===== src/rtl/button_event_scheduler.sv =====
// Converts debounced button levels into a single stream of press / auto-repeat
// events, shared round-robin over one valid/ready output slot.
module button_event_scheduler #(
   parameter int NUM_BTN       = 4,
   parameter int ID_W          = 2,
   parameter int CNT_W         = 20,
   parameter int HOLD_CYCLES   = 500000,
   parameter int REPEAT_CYCLES = 100000,
   parameter bit REPEAT_EN     = 1'b1
) (
   input  logic               clk,
   input  logic               rst_n,
   input  logic [NUM_BTN-1:0] btn_level,
   output logic               evt_valid,
   input  logic               evt_ready,
   output logic [ID_W-1:0]    evt_id,
   output logic               evt_repeat,
   output logic [NUM_BTN-1:0] pending,
   output logic               evt_lost,
   input  logic               clr_lost
);

   localparam logic [CNT_W-1:0] HOLD_LAST   = CNT_W'(HOLD_CYCLES - 1);
   localparam logic [CNT_W-1:0] REPEAT_LAST = CNT_W'(REPEAT_CYCLES - 1);

   logic [NUM_BTN-1:0] pend_rep;
   logic [NUM_BTN-1:0] grant;
   logic [NUM_BTN-1:0] lost;

   logic               evt_valid_reg;
   logic [ID_W-1:0]    evt_id_reg;
   logic               evt_repeat_reg;
   logic               evt_lost_reg;
   logic [ID_W-1:0]    last_reg;

   logic               slot_free;
   logic               grant_found;
   logic [ID_W-1:0]    grant_idx;
   logic               grant_rep;

   assign slot_free = ~evt_valid_reg | evt_ready;

   generate
      for (genvar gi = 0; gi < NUM_BTN; gi++) begin : g_btn
         logic             prev_reg;
         logic             arm_reg;
         logic             phase_reg;
         logic             phase_next;
         logic [CNT_W-1:0] cnt_reg;
         logic [CNT_W-1:0] cnt_next;
         logic             pend_reg;
         logic             pend_next;
         logic             pend_rep_reg;
         logic             pend_rep_next;
         logic             rise;
         logic             req;
         logic             req_rep;
         logic             lost_hit;

         assign rise = arm_reg & btn_level[gi] & ~prev_reg;

         // Hold timer: first repeat after HOLD_CYCLES, then every REPEAT_CYCLES.
         always_comb begin
            cnt_next   = cnt_reg;
            phase_next = phase_reg;
            req        = 1'b0;
            req_rep    = 1'b0;
            if (!btn_level[gi]) begin
               cnt_next   = '0;
               phase_next = 1'b0;
            end else if (rise) begin
               cnt_next   = '0;
               phase_next = 1'b0;
               req        = 1'b1;
            end else if (arm_reg && REPEAT_EN) begin
               if (!phase_reg && cnt_reg == HOLD_LAST) begin
                  cnt_next   = '0;
                  phase_next = 1'b1;
                  req        = 1'b1;
                  req_rep    = 1'b1;
               end else if (phase_reg && cnt_reg == REPEAT_LAST) begin
                  cnt_next = '0;
                  req      = 1'b1;
                  req_rep  = 1'b1;
               end else begin
                  cnt_next = cnt_reg + 1'b1;
               end
            end
         end

         // A request that coincides with its own grant replaces the old entry.
         always_comb begin
            pend_next     = pend_reg;
            pend_rep_next = pend_rep_reg;
            lost_hit      = 1'b0;
            if (req) begin
               if (pend_reg && !grant[gi]) begin
                  lost_hit = 1'b1;
               end else begin
                  pend_next     = 1'b1;
                  pend_rep_next = req_rep;
               end
            end else if (grant[gi]) begin
               pend_next = 1'b0;
            end
         end

         always_ff @(posedge clk or negedge rst_n) begin
            if (!rst_n) begin
               prev_reg     <= 1'b1;
               arm_reg      <= 1'b0;
               cnt_reg      <= '0;
               phase_reg    <= 1'b0;
               pend_reg     <= 1'b0;
               pend_rep_reg <= 1'b0;
            end else begin
               prev_reg     <= btn_level[gi];
               if (!btn_level[gi]) begin
                  arm_reg <= 1'b1;
               end
               cnt_reg      <= cnt_next;
               phase_reg    <= phase_next;
               pend_reg     <= pend_next;
               pend_rep_reg <= pend_rep_next;
            end
         end

         assign pending[gi]  = pend_reg;
         assign pend_rep[gi] = pend_rep_reg;
         assign lost[gi]     = lost_hit;
         assign grant[gi]    = slot_free & grant_found & (grant_idx == ID_W'(gi));
      end
   endgenerate

   // Round-robin search starting just after the most recently granted index.
   always_comb begin
      int idx;
      idx         = 0;
      grant_found = 1'b0;
      grant_idx   = '0;
      grant_rep   = 1'b0;
      for (int k = 1; k <= NUM_BTN; k++) begin
         idx = int'(last_reg) + k;
         if (idx >= NUM_BTN) begin
            idx = idx - NUM_BTN;
         end
         if (!grant_found && pending[idx]) begin
            grant_found = 1'b1;
            grant_idx   = ID_W'(idx);
            grant_rep   = pend_rep[idx];
         end
      end
   end

   always_ff @(posedge clk or negedge rst_n) begin
      if (!rst_n) begin
         evt_valid_reg  <= 1'b0;
         evt_id_reg     <= '0;
         evt_repeat_reg <= 1'b0;
         evt_lost_reg   <= 1'b0;
         last_reg       <= ID_W'(NUM_BTN - 1);
      end else begin
         if (slot_free) begin
            if (grant_found) begin
               evt_valid_reg  <= 1'b1;
               evt_id_reg     <= grant_idx;
               evt_repeat_reg <= grant_rep;
               last_reg       <= grant_idx;
            end else begin
               evt_valid_reg <= 1'b0;
            end
         end
         if (|lost) begin
            evt_lost_reg <= 1'b1;
         end else if (clr_lost) begin
            evt_lost_reg <= 1'b0;
         end
      end
   end

   assign evt_valid  = evt_valid_reg;
   assign evt_id     = evt_id_reg;
   assign evt_repeat = evt_repeat_reg;
   assign evt_lost   = evt_lost_reg;

endmodule


===== config.mk =====
export PLATFORM = sky130hd
export DESIGN_NAME = button_event_scheduler
export DESIGN_NICKNAME = d
export VERILOG_FILES = /design/src/rtl/button_event_scheduler.sv
export SDC_FILE = /design/constraint.sdc
export NUM_CORES = 1
export LEC_CHECK = 0
export CAP_MARGIN = 10
export CORE_MARGIN = 4
export CORE_UTILIZATION = 40
export DETAILED_ROUTE_END_ITERATION = 6
export SKIP_CTS_REPAIR_TIMING = 1
export SLEW_MARGIN = 25
export SYNTH_ARGS = -nofsm -noshare
export SYNTH_HDL_FRONTEND = slang
export SYNTH_SLANG_ARGS = --single-unit

===== constraint.sdc =====
create_clock -name clk -period 2.77 [get_ports clk]
set_input_delay 0.277 -clock clk [delete_from_list [all_inputs] [get_ports clk]]
set_output_delay 0.277 -clock clk [all_outputs]
set_load 0.01 [all_outputs]

# [Yosys cells after proc, flatten, opt, wreduce, memory -nomap -nowiden]
# Cells that the tools add are included.
[op_classes] addsub=12 magnitude_cmp=8 n_eq_ne=23 n_mux=127 bitwise=23 reduce_logical=46
[ops] op="20-bit 2-to-1 mux" count=20
[ops] op="32-bit by 4-bit < comparator with 1-bit output, second input constant" count=4
[ops] op="32-bit 2-to-1 mux" count=4
[ops] op="1-bit 2-to-1 mux" count=91
[ops] op="20-bit by 1-bit adder with 20-bit output, second input constant" count=4
[ops] op="20-bit by 17-bit == test with 1-bit output, second input constant" count=4
[ops] op="20-bit by 19-bit == test with 1-bit output, second input constant" count=4
[ops] op="2-bit AND reduction" count=13
[ops] op="3-bit by 1-bit != test with 1-bit output, second input constant" count=8
[ops] op="1-bit binary-select mux with 2-bit select" count=8
[ops] op="1-bit logical AND" count=15
[ops] op="1-bit AND" count=13
[ops] op="3-bit by 3-bit subtractor with 4-bit output, second input constant" count=3
[ops] op="1-bit zero test" count=11
[ops] op="2-bit nonzero test" count=5
[ops] op="3-bit >= comparator, second input constant" count=3
[ops] op="1-bit inverter" count=9
[ops] op="2-bit 2-to-1 mux" count=4
[ops] op="2-bit != test, second input constant" count=4
[ops] op="2-bit by 2-bit adder with 3-bit output, second input constant" count=2
[ops] op="4-bit by 3-bit subtractor with 5-bit output, second input constant" count=1
[ops] op="2-bit by 3-bit adder with 4-bit output, second input constant" count=1
[ops] op="2-bit == test, second input constant" count=2
[ops] op="4-bit by 3-bit >= comparator with 1-bit output, second input constant" count=1
[ops] op="other kinds (5)" count=5
[word_totals] reg_bits=107 input_bits=8 out_inout_bits=9 elab_cells=268

# [Depth between registers and ports, before layout]
# Gate-level depths: netlist of the first run.
[logic_depth] ltp_word=24 mapped_depth=9 ltp_nobuf=7

# [Least setup slack after synthesis of the first run]
# OpenSTA, ideal clock, no wires.
[synth_timing] path_type="reg-to-reg" start="register g_btn[2].cnt_reg[0]" end="register g_btn[2].cnt_reg[11]" setup_time_ns=0.119 arrival_ns=2.072 required_time_ns=2.651 slack_ns=0.580 path_stages_with_launch=10 n_path_buf=2 period_less_slack_ns=2.190 cell_sequence="dfrtp_1 ha_1 or4b_4 nor4_4 o21ai_2 and2_4 buf_6 o21ai_4 buf_4 nor2_1"
[synth_via] elab_chain_cells=7 word_cells_on_any_way=10 classes_between="add/sub (1); eq/ne (2); mux (5); reduce/logical (2)"
[synth_rtl] element="start: declaration" line_no="49" text="logic [CNT_W-1:0] cnt_reg;"
[synth_rtl] element="start signal: assignment" line_no="121" text="cnt_reg <= cnt_next;"
[synth_rtl] element="branches (longest 3 deep; another with 20-bit by 1-bit adder with 20-bit output)"
[synth_rtl] element="20-bit 2-to-1 mux (*)" line_no="76" text="if (!phase_reg && cnt_reg == HOLD_LAST) begin"
[synth_rtl] element="20-bit 2-to-1 mux (*)" line_no="75" text="end else if (arm_reg && REPEAT_EN) begin"
[synth_rtl] element="20-bit 2-to-1 mux (*)" line_no="71" text="end else if (rise) begin"
[synth_rtl] element="20-bit 2-to-1 mux (*)" line_no="68" text="if (!btn_level[gi]) begin"
# Mark *: on every way between the ends. The select of a mux whose other input is x is not followed.
# A chain may end at the register's enable or synchronous reset.

# [Worst setup path after layout of the first run]
[layout_timing] start="register g_btn[3].cnt_reg[10]" end="register g_btn[3].cnt_reg[11]"
[layout_via] elab_chain_cells=7 word_cells_on_any_way=10 classes_between="add/sub (1); eq/ne (2); mux (5); reduce/logical (2)"
[layout_rtl] element="start: declaration" line_no="49"
[layout_rtl] element="start signal: assignment" line_no="121"
[layout_rtl] element="branches (longest 3 deep; another with 20-bit by 1-bit adder with 20-bit output)"
[layout_rtl] element="20-bit 2-to-1 mux (*)" line_no="76"
[layout_rtl] element="20-bit 2-to-1 mux (*)" line_no="75"
[layout_rtl] element="20-bit 2-to-1 mux (*)" line_no="71"
[layout_rtl] element="20-bit 2-to-1 mux (*)" line_no="68"
# Marks and branches as above.

==> impl_metrics.tcl, run 1 <==
set metrics [dict create \
    reg2reg_slack_ps 380 \
    clock_latency_ps 350 \
    hp-start "g_btn[0].cnt_reg[19]" \
    drt-pass1-iter-count 5 \
    multi_input_area_sq_mm 0.00285 \
    synth_xor_area_share_pct 8.55 \
    grt_pass1_wl_mm 20.6 \
    ys.flop_type "dfrtp_1" \
    post-route-min-period_ps 2390 \
    worstPathArrival_ps 2610 \
    num_antenna_cells 0 \
    routed-via-count 4373 \
    power_per_cell_area_mw_per_mm2 617 \
    regToRegStartpoint "g_btn[3].cnt_reg[10]" \
    layout_common_cells "dfrtp_1, nor2_1, nand2_1" \
    path_clk_slew_ps 70 \
    synth_top_family_by_area "simple AND/OR/NAND/NOR gates" \
    syn-mean-instance-area_sq_um 9.39 \
    synthCells 611 \
    yosys_warnings 0 \
    r2r_cells 6 \
    setup_viol 0 \
    maxSlewViolCount 0 \
    cts_tree "done" \
    clock-root-buffer "clkbuf_16" \
    die_w_microns 128 \
    syn-num-nets 623 \
    htreeDepth 3 \
    track_usage_pct 15.4 \
    maxCapViolCount 0 \
    remaining_drc_errors 0 \
    leakagePower_nw 2.53 \
    gr-total-overflow 0 \
    synthDistinctLibCells 65 \
    worst_ir_drop_vdd_mv 0.361 \
    antenna_left 0 \
    max_clock_freq_mhz 419 \
    io_pins 17 \
    rsz0062_at_grt "no" \
    grt_antenna_before_repair 0 \
    endpoint_kind "flip-flop" \
    synthAdderAreaFrac_pct 0.872 \
    finClkSkew_ps 5.79 \
    nets 638 \
    finalHoldViolCount 0 \
    drive_gt1_share_pct 7.77 \
    cts_buffer_depth 2 \
    ys_ff_latch 107 \
    grt_pass1_vias 4314 \
    fillers 1333 \
    hp-class "flip-flop to flip-flop" \
    synth_compound_area_share_pct 11.1 \
    r2r-end "g_btn[3].cnt_reg[11]" \
    dieArea_sq_mm 0.0163 \
    async_flop_share_pct 100 \
    core_area_sq_mm 0.0140 \
    seq_area_sq_mm 0.00269 \
    status "completed" \
    clkSinkCount 107 \
    globalplace.congestion 0.833 \
    required_ps 2990 \
    totalWireLength_mm 11.9 \
    io_buffers 16 \
    grt_max_degree 48 \
    dpl.hpwl_mm 8.57 \
    final_common_cell "dfrtp_1" \
    start_util_pct 41.0 \
    tightest_slew_ps 891 \
    yosys-mux-area-fraction_pct 0.371 \
    power_w 0.00398 \
    numCtsBuffers 9 \
    period_share_pct 86.1 \
    start_kind "flip-flop" \
    path_class "flip-flop to flip-flop" \
    area_growth_pct 12.4 \
    fin_setup_tns_ps 0 \
    whs_endpoint "g_btn[0].cnt_reg[19]" \
    wl_per_cell_microns 14.7 \
    synth-edff-count 0 \
    critPathMaxFanout 14 \
    yosys.area_share.simple_pct 28.8 \
    relSlewSlack_pct 40.4 \
    min_path_cells 1 \
    row_count 43 \
    syn_area_sq_mm 0.00574 \
    largest_reg_flops 80 \
    ys_seq_area_share_pct 46.8 \
    dr.first_iter.drc_count 222 \
    fin_util_pct 46.1 \
    die_h_microns 128 \
    via_per_inst 5.39 \
]
-- synth_stat cells, drive strengths merged (12+ instances only) --
cell type / number / area (sq um)
buf: 12 / 90.1
dfrtp: 101 / 2530
nand4: 20 / 125
nand2b: 12 / 75.1
xor2: 32 / 280
nor2: 87 / 327
xnor2: 24 / 210
inv: 21 / 78.8
nand3: 29 / 145
nor2b: 12 / 75.1
nand2: 62 / 233
nor3: 14 / 70.1
a21oi: 13 / 65.1
and3: 12 / 75.1
o21ai: 25 / 159
-- area by class of cell --
cell class / count / area share [%]
inverter: 21 / 1.22
clock buffer: 10 / 3.55
sequential: 107 / 41.6
tap: 180 / 3.49
clock inverter: 6 / 2.11
timing repair buffer: 26 / 3.84
multi-input combinational: 461 / 44.1
-- critical path, stage by stage (launching register included) --
cell and delay (ps):
dfrtp_1 460, or4b_4 570, nor4b_4 300, o21ai_2 120
and2_1 260, o21ai_4 380, o21ai_0 150
-- layer usage --
metal  wire [microns]  track usage [%]  vias up
met1             5760             20.0     2153
li1                 -                -     2176
met2             5760             25.4       36
met4              131             4.31        0
met3              290             4.21        8
met5                0                0        -
-- kinds of logic after synthesis --
family	Yosys count
fa+ha+maj	4
simple gates	309
xor+xnor	56
flops	107
buf+inv	43
mux	2
compound gates	90
-- worst max path at each step --
stage                           end  cells past startpoint  slack [ps]                  from
2_1_floorplan  g_btn[2].cnt_reg[11]                      9         580   g_btn[2].cnt_reg[0]
3_3_place_gp   g_btn[2].cnt_reg[19]                      7         420          btn_level[2]
3_5_place_dp   g_btn[3].cnt_reg[11]                      6         360  g_btn[3].cnt_reg[10]
4_1_cts        g_btn[3].cnt_reg[11]                      6         370  g_btn[3].cnt_reg[10]
5_1_grt        g_btn[3].cnt_reg[11]                      6         240  g_btn[3].cnt_reg[10]
6_report       g_btn[3].cnt_reg[11]                      6         380  g_btn[3].cnt_reg[10]
-- through the flow --
step | setup WS [ps] | cells | cell area [sq um] | hold WS, ps
2_1_floorplan | 580 | 611 | 5740 | -18.6
3_3_place_gp | 422 | 794 | 6070 | 328
3_5_place_dp | 364 | 794 | 6070 | 333
4_1_cts | 370 | 810 | 6440 | -52.5
5_1_grt | 236 | 811 | 6450 | 475
6_report | 385 | 811 | 6450 | 458
-- power by group --
| group | switching (W) | internal, W |
|---|---|---|
| registers | 0.000138 | 0.00165 |
| clock network | 0.000584 | 0.000979 |
| logic | 0.000349 | 0.000274 |
Power figures use the tool's default switching activity.
==> inputs of run 2 (changes only) <==
MAX_ROUTING_LAYER = met4   (was not set)
SKIP_CTS_REPAIR_TIMING = not set   (was 1)
==> run 2 against run 1 <==
Core utilization stayed put. Critical endpoint unchanged. Register-to-register slack about the same. Sequential power barely moved. Die area stayed put. Via count is 0.23% higher. Design area unchanged. Total power barely moved. Worst setup slack better by 4.3 ps. Global-route usage grew 0.44 points. Final cell count unchanged.
==> impl_metrics.tcl, run 2 (synthesis results as in run 1) <==
set metrics [dict create \
    status "completed" \
    fin_util_pct 46.1 \
    met2_usage_pct 25.4 \
    die_h_microns 128 \
    remaining_drc_errors 0 \
    fillers 1334 \
    dieArea_sq_mm 0.0163 \
    pwr-share-comb_pct 15.6 \
    pwr-share-seq_pct 45.0 \
    cts-resized-gates 0 \
    whs_ps 458 \
    worst_ir_drop_vdd_mv 0.360 \
    grt_pass1_wl_mm 20.7 \
    worstPathArrival_ps 2600 \
    period_share_pct 86.0 \
    endpoint_kind "flip-flop" \
    io_buffers 16 \
    numCtsBuffers 9 \
    path_class "flip-flop to flip-flop" \
    post-cts-setup-buffer-count 0 \
    globalplace.congestion 0.846 \
    relSlewSlack_pct 41.0 \
    area_growth_pct 12.4 \
    drt-pass1-iter-count 5 \
    start_util_pct 41.0 \
    dp_slack_ps 364 \
    maxCapViolCount 0 \
    drive_gt1_share_pct 7.77 \
    grt_use_met3_pct 4.17 \
    p_sw_share_pct 27.0 \
    regToRegStartpoint "g_btn[3].cnt_reg[10]" \
    largest_reg_flops 80 \
    crit_start "g_btn[3].cnt_reg[10]" \
    nets 638 \
    antenna_left 0 \
    p_switching_w 0.00107 \
    io_pins 17 \
    hold_buffers 1 \
    use_met1_pct 20.0 \
    cts_tree "done" \
    dpl.hpwl_mm 8.57 \
    core_area_sq_mm 0.0140 \
    finalHoldViolCount 0 \
    gr-total-overflow 0 \
    clock_latency_ps 350 \
    htreeDepth 3 \
    hp-class "flip-flop to flip-flop" \
    p_int_w 0.00291 \
    rsz0062_at_grt "no" \
    fin_setup_tns_ps 0 \
    maxSlewViolCount 0 \
    critPathMaxFanout 14 \
    wl_per_cell_microns 14.7 \
    grt_antenna_before_repair 0 \
    required_ps 2990 \
    clkSinkCount 107 \
    start_kind "flip-flop" \
    via_per_inst 5.40 \
    finClkSkew_ps 5.80 \
    hp-start "g_btn[0].cnt_reg[19]" \
    tightest_slew_ps 882 \
    die_w_microns 128 \
    track_usage_pct 15.9 \
    p_clk_share_pct 39.4 \
    leakagePower_nw 2.53 \
    clock-root-buffer "clkbuf_16" \
    cts_buffer_depth 2 \
    setup_ws_ps 389 \
    grt_pass1_vias 4306 \
    dr.first_iter.drc_count 236 \
    final_common_cell "dfrtp_1" \
    grt-busiest-layer "met2" \
    layout_common_cells "dfrtp_1, nor2_1, nand2_1" \
    grt_max_degree 48 \
    post-route-min-period_ps 2380 \
    path_clk_slew_ps 70 \
    num_antenna_cells 0 \
    power_per_cell_area_mw_per_mm2 617 \
    setup_viol 0 \
    routed-via-count 4383 \
    totalWireLength_mm 12.0 \
    row_count 43 \
    max_clock_freq_mhz 420 \
]
==> run 2: cell counts in the layout (fill, tap and decap cells not counted) <==
No cell type changed its count.
==> run 2: worst paths after layout <==
| check | slack [ps] | endpoint | cells past startpoint |
|---|---|---|---|
| worst max-delay path | 390 | g_btn[3].cnt_reg[11] | 6 |
| worst min register to register | 460 | g_btn[0].cnt_reg[19] | 1 |
| worst max register to register | 390 | g_btn[3].cnt_reg[11] | 6 |
| min in group asynchronous | 470 | g_btn[2].cnt_reg[15] | 2 |
| worst min-delay path | 460 | g_btn[0].cnt_reg[19] | 1 |
| max in group asynchronous | 1490 | g_btn[2].prev_reg | 3 |
==> run 2: metrics by stage <==
step,instance area (sq um),instances,power [W]
6_report,6450,811,0.00398
5_1_grt,6450,811,0.00417
4_1_cts,6450,811,0.00404
3_5_place_dp,6070,794,0.00245
3_3_place_gp,6070,794,0.00243
2_1_floorplan,5740,611,0.00220
==> run 2: layout make-up <==
class                      count  area [sq um]  share of cell area, %
clock inverter                 6           136                   2.11
tap                          180           225                   3.49
timing repair buffer          26           248                   3.84
sequential                   107          2690                   41.6
inverter                      21          78.8                   1.22
multi-input combinational    461          2850                   44.1
clock buffer                  10           229                   3.55
==> run 2: critical path: stages, from the launching register on <==
cell,delay [ps]
dfrtp_1,460
or4b_4,570
nor4b_4,300
o21ai_2,120
and2_1,260
o21ai_4,380
o21ai_0,150
==> run 2: metal layers <==
layer / wire length [microns] / share of wire [%]
met1: 5760 / 48
met2: 5770 / 48
met3: 305 / 2.5
met4: 131 / 1.1
met5: 0 / 0
==> run 2: power by group through the flow <==
stage | clock network [W] | registers [W] | logic [W]
final | 0.00157 | 0.00179 | 0.000623
after floorplan | 0 | 0.00176 | 0.000443
after global routing | 0.00167 | 0.00181 | 0.000693
after CTS | 0.00161 | 0.00179 | 0.000633
after global placement | 0 | 0.00182 | 0.000614
after detailed placement | 0 | 0.00182 | 0.000628
==> patch: new RTL, settings of run 1 <==
Reset style: synchronous (`rst_n`), changed in 2 clocked blocks.
--- a/src/rtl/button_event_scheduler.sv
+++ b/src/rtl/button_event_scheduler.sv
@@ -106,5 +106,5 @@
          end
 
-         always_ff @(posedge clk or negedge rst_n) begin
+         always_ff @(posedge clk) begin
             if (!rst_n) begin
                prev_reg     <= 1'b1;
@@ -153,5 +153,5 @@
    end
 
-   always_ff @(posedge clk or negedge rst_n) begin
+   always_ff @(posedge clk) begin
       if (!rst_n) begin
          evt_valid_reg  <= 1'b0;
Function: differs if rst_n is asserted again (counterexample within 4 cycles, from zero or initial values and one cycle with rst_n low); with rst_n held inactive, the same outputs for 4 cycles.
==> patch against run 1 <==
- die area shrank 8.6%
- setup slack gained 0.087 ns
- highest routed layer unchanged
- critical path type unchanged
- sequential cell count is the same
- global-route usage shrank 0.18 points
- routed wire length shrank 11%
- critical endpoint is now evt_lost
- synthesized area shrank 9.1%
- design area shrank 9.7%
- largest cell class unchanged
Power is not compared: it rests on default switching activity, and its combinational part moved more than twofold at a synthesized area within 25%.
==> patch: results <==
group,metric,value,unit
global_routing,antenna_found_initial,0,
yosys,synth_ff_type,"dfxtp_1",
yosys,synth.distinct_cells,73,
cells_and_area,largest_register_ffs,80,
clocking,ctsLongestPathBuffers,2,
cells_and_area,fin_nets,628,
clocking,cts_made_buffers,9,
setup_path,crit_fanout,15,
setup_path,cpMaxStageDelayCell,"dfxtp_1",
yosys,seq_area_frac_synth,41.1,%
setup_path,startpoint,"last_reg[0]",
sta,finalClockSkew,0.00940,ns
detailed_routing,dr.pass1.iters,4,
clocking,cts_root_buf,"clkbuf_16",
cells_and_area,num_antenna_cells,0,
global_routing,grt_start_max_net_pins,21,
yosys,synthTopCellsByArea,"dfxtp_1 (41%), nor2_1 (8.6%), xnor2_1 (6.5%)",
yosys,async_flop_share,0,%
yosys,synth_common_cells,"nor2_1 (119), dfxtp_1 (107), nand2_1 (46), xnor2_1 (39), xor2_1 (35)",
status,outcome,"completed",
placed_design,dpl.hpwl,7470,µm
placed_design,dp_slack,0.477,ns
placed_design,gp_congestion,0.869,
sta,slew_headroom,49.8,%
power,p_leak,1.89,nW
clocking,clk_pin_slew,0.07,ns
cells_and_area,drive_gt1_share,5.64,%
yosys,yosysWarnings,0,
worst_hold_path,hold_path.startpoint,"evt_id[1]",
global_routing,first_global_vias,4104,
placed_design,placedInstanceArea,5480,µm²
setup_path,critical_path_arrival,2.53,ns
detailed_routing,drt_iter0_markers,250,
detailed_routing,viasPerCell,5.27,
yosys,synth_fp_nets,622,
detailed_routing,routed_wl,10600,µm
global_routing,grt_util_all_layers,15.2,%
worst_hold_path,hold_depth,2,
global_routing,grt_pass1_wl,18500,µm
setup_path,cpPeakStageDelay,0.61,ns
## patch: power groups by stage
stage          Clock (W)  Sequential (W)  Combinational (W)
6_report         0.00143         0.00159           0.000138
5_1_grt          0.00151         0.00159           0.000153
4_1_cts          0.00147         0.00158           0.000139
3_5_place_dp           0         0.00162           0.000138
3_3_place_gp           0         0.00162           0.000136
2_1_floorplan          0         0.00160           0.000109
## patch: worst paths after layout
path,to,slack (ns)
max,evt_lost,0.47
min reg2reg,evt_id[1],0.47
min,evt_id[1],0.47
max reg2reg,evt_lost,0.47
## patch: final cells by class
type / instances / area (µm²)
well taps: 172 / 215
clock buffers: 11 / 253
repair buffers: 19 / 183
flip-flops and latches: 107 / 2140
multi-input cells: 462 / 2880
fillers: 1231 / 6850
clock inverters: 5 / 85.1
inverters: 17 / 63.8
## patch: routing by layer
layer	routed length, µm	part of all wire (%)	vias to the layer above	GRT usage [%]
met3	414	3.9	18	4.55
met2	5030	47	61	25.2
met5	0	0	-	0
li1	-	-	2134	-
met4	221	2.1	0	6.30
met1	4950	47	1963	18.5
## patch: kinds of logic (layout without fill, tap and decap cells)
group | after synthesis | after routing | share of synthesized area (%)
and+or+nand+nor | 306 | 306 | 30.6
AOI/OAI and AO/OA | 70 | 70 | 9.60
adders and majority gates | 5 | 5 | 1.15
xor gates and xnor gates | 74 | 74 | 12.4
buffers and inverters | 41 | 52 | 3.72
muxes | 7 | 7 | 1.39
DFF | 107 | 107 | 41.1
## patch: per-stage QoR
step	std cells	power [W]	util [%]
floorplan	610	0.00171	-
global route	793	0.00325	45.9
global placement	777	0.00176	43.3
finish	793	0.00315	45.9
detailed placement	777	0.00176	43.3
CTS	793	0.00319	45.9
## patch: critical path, delay by kind of cell (launching register included)
family,cells,cell delay [ns]
flops,1,0.61
simple gates,2,0.58
compound gates,4,0.99
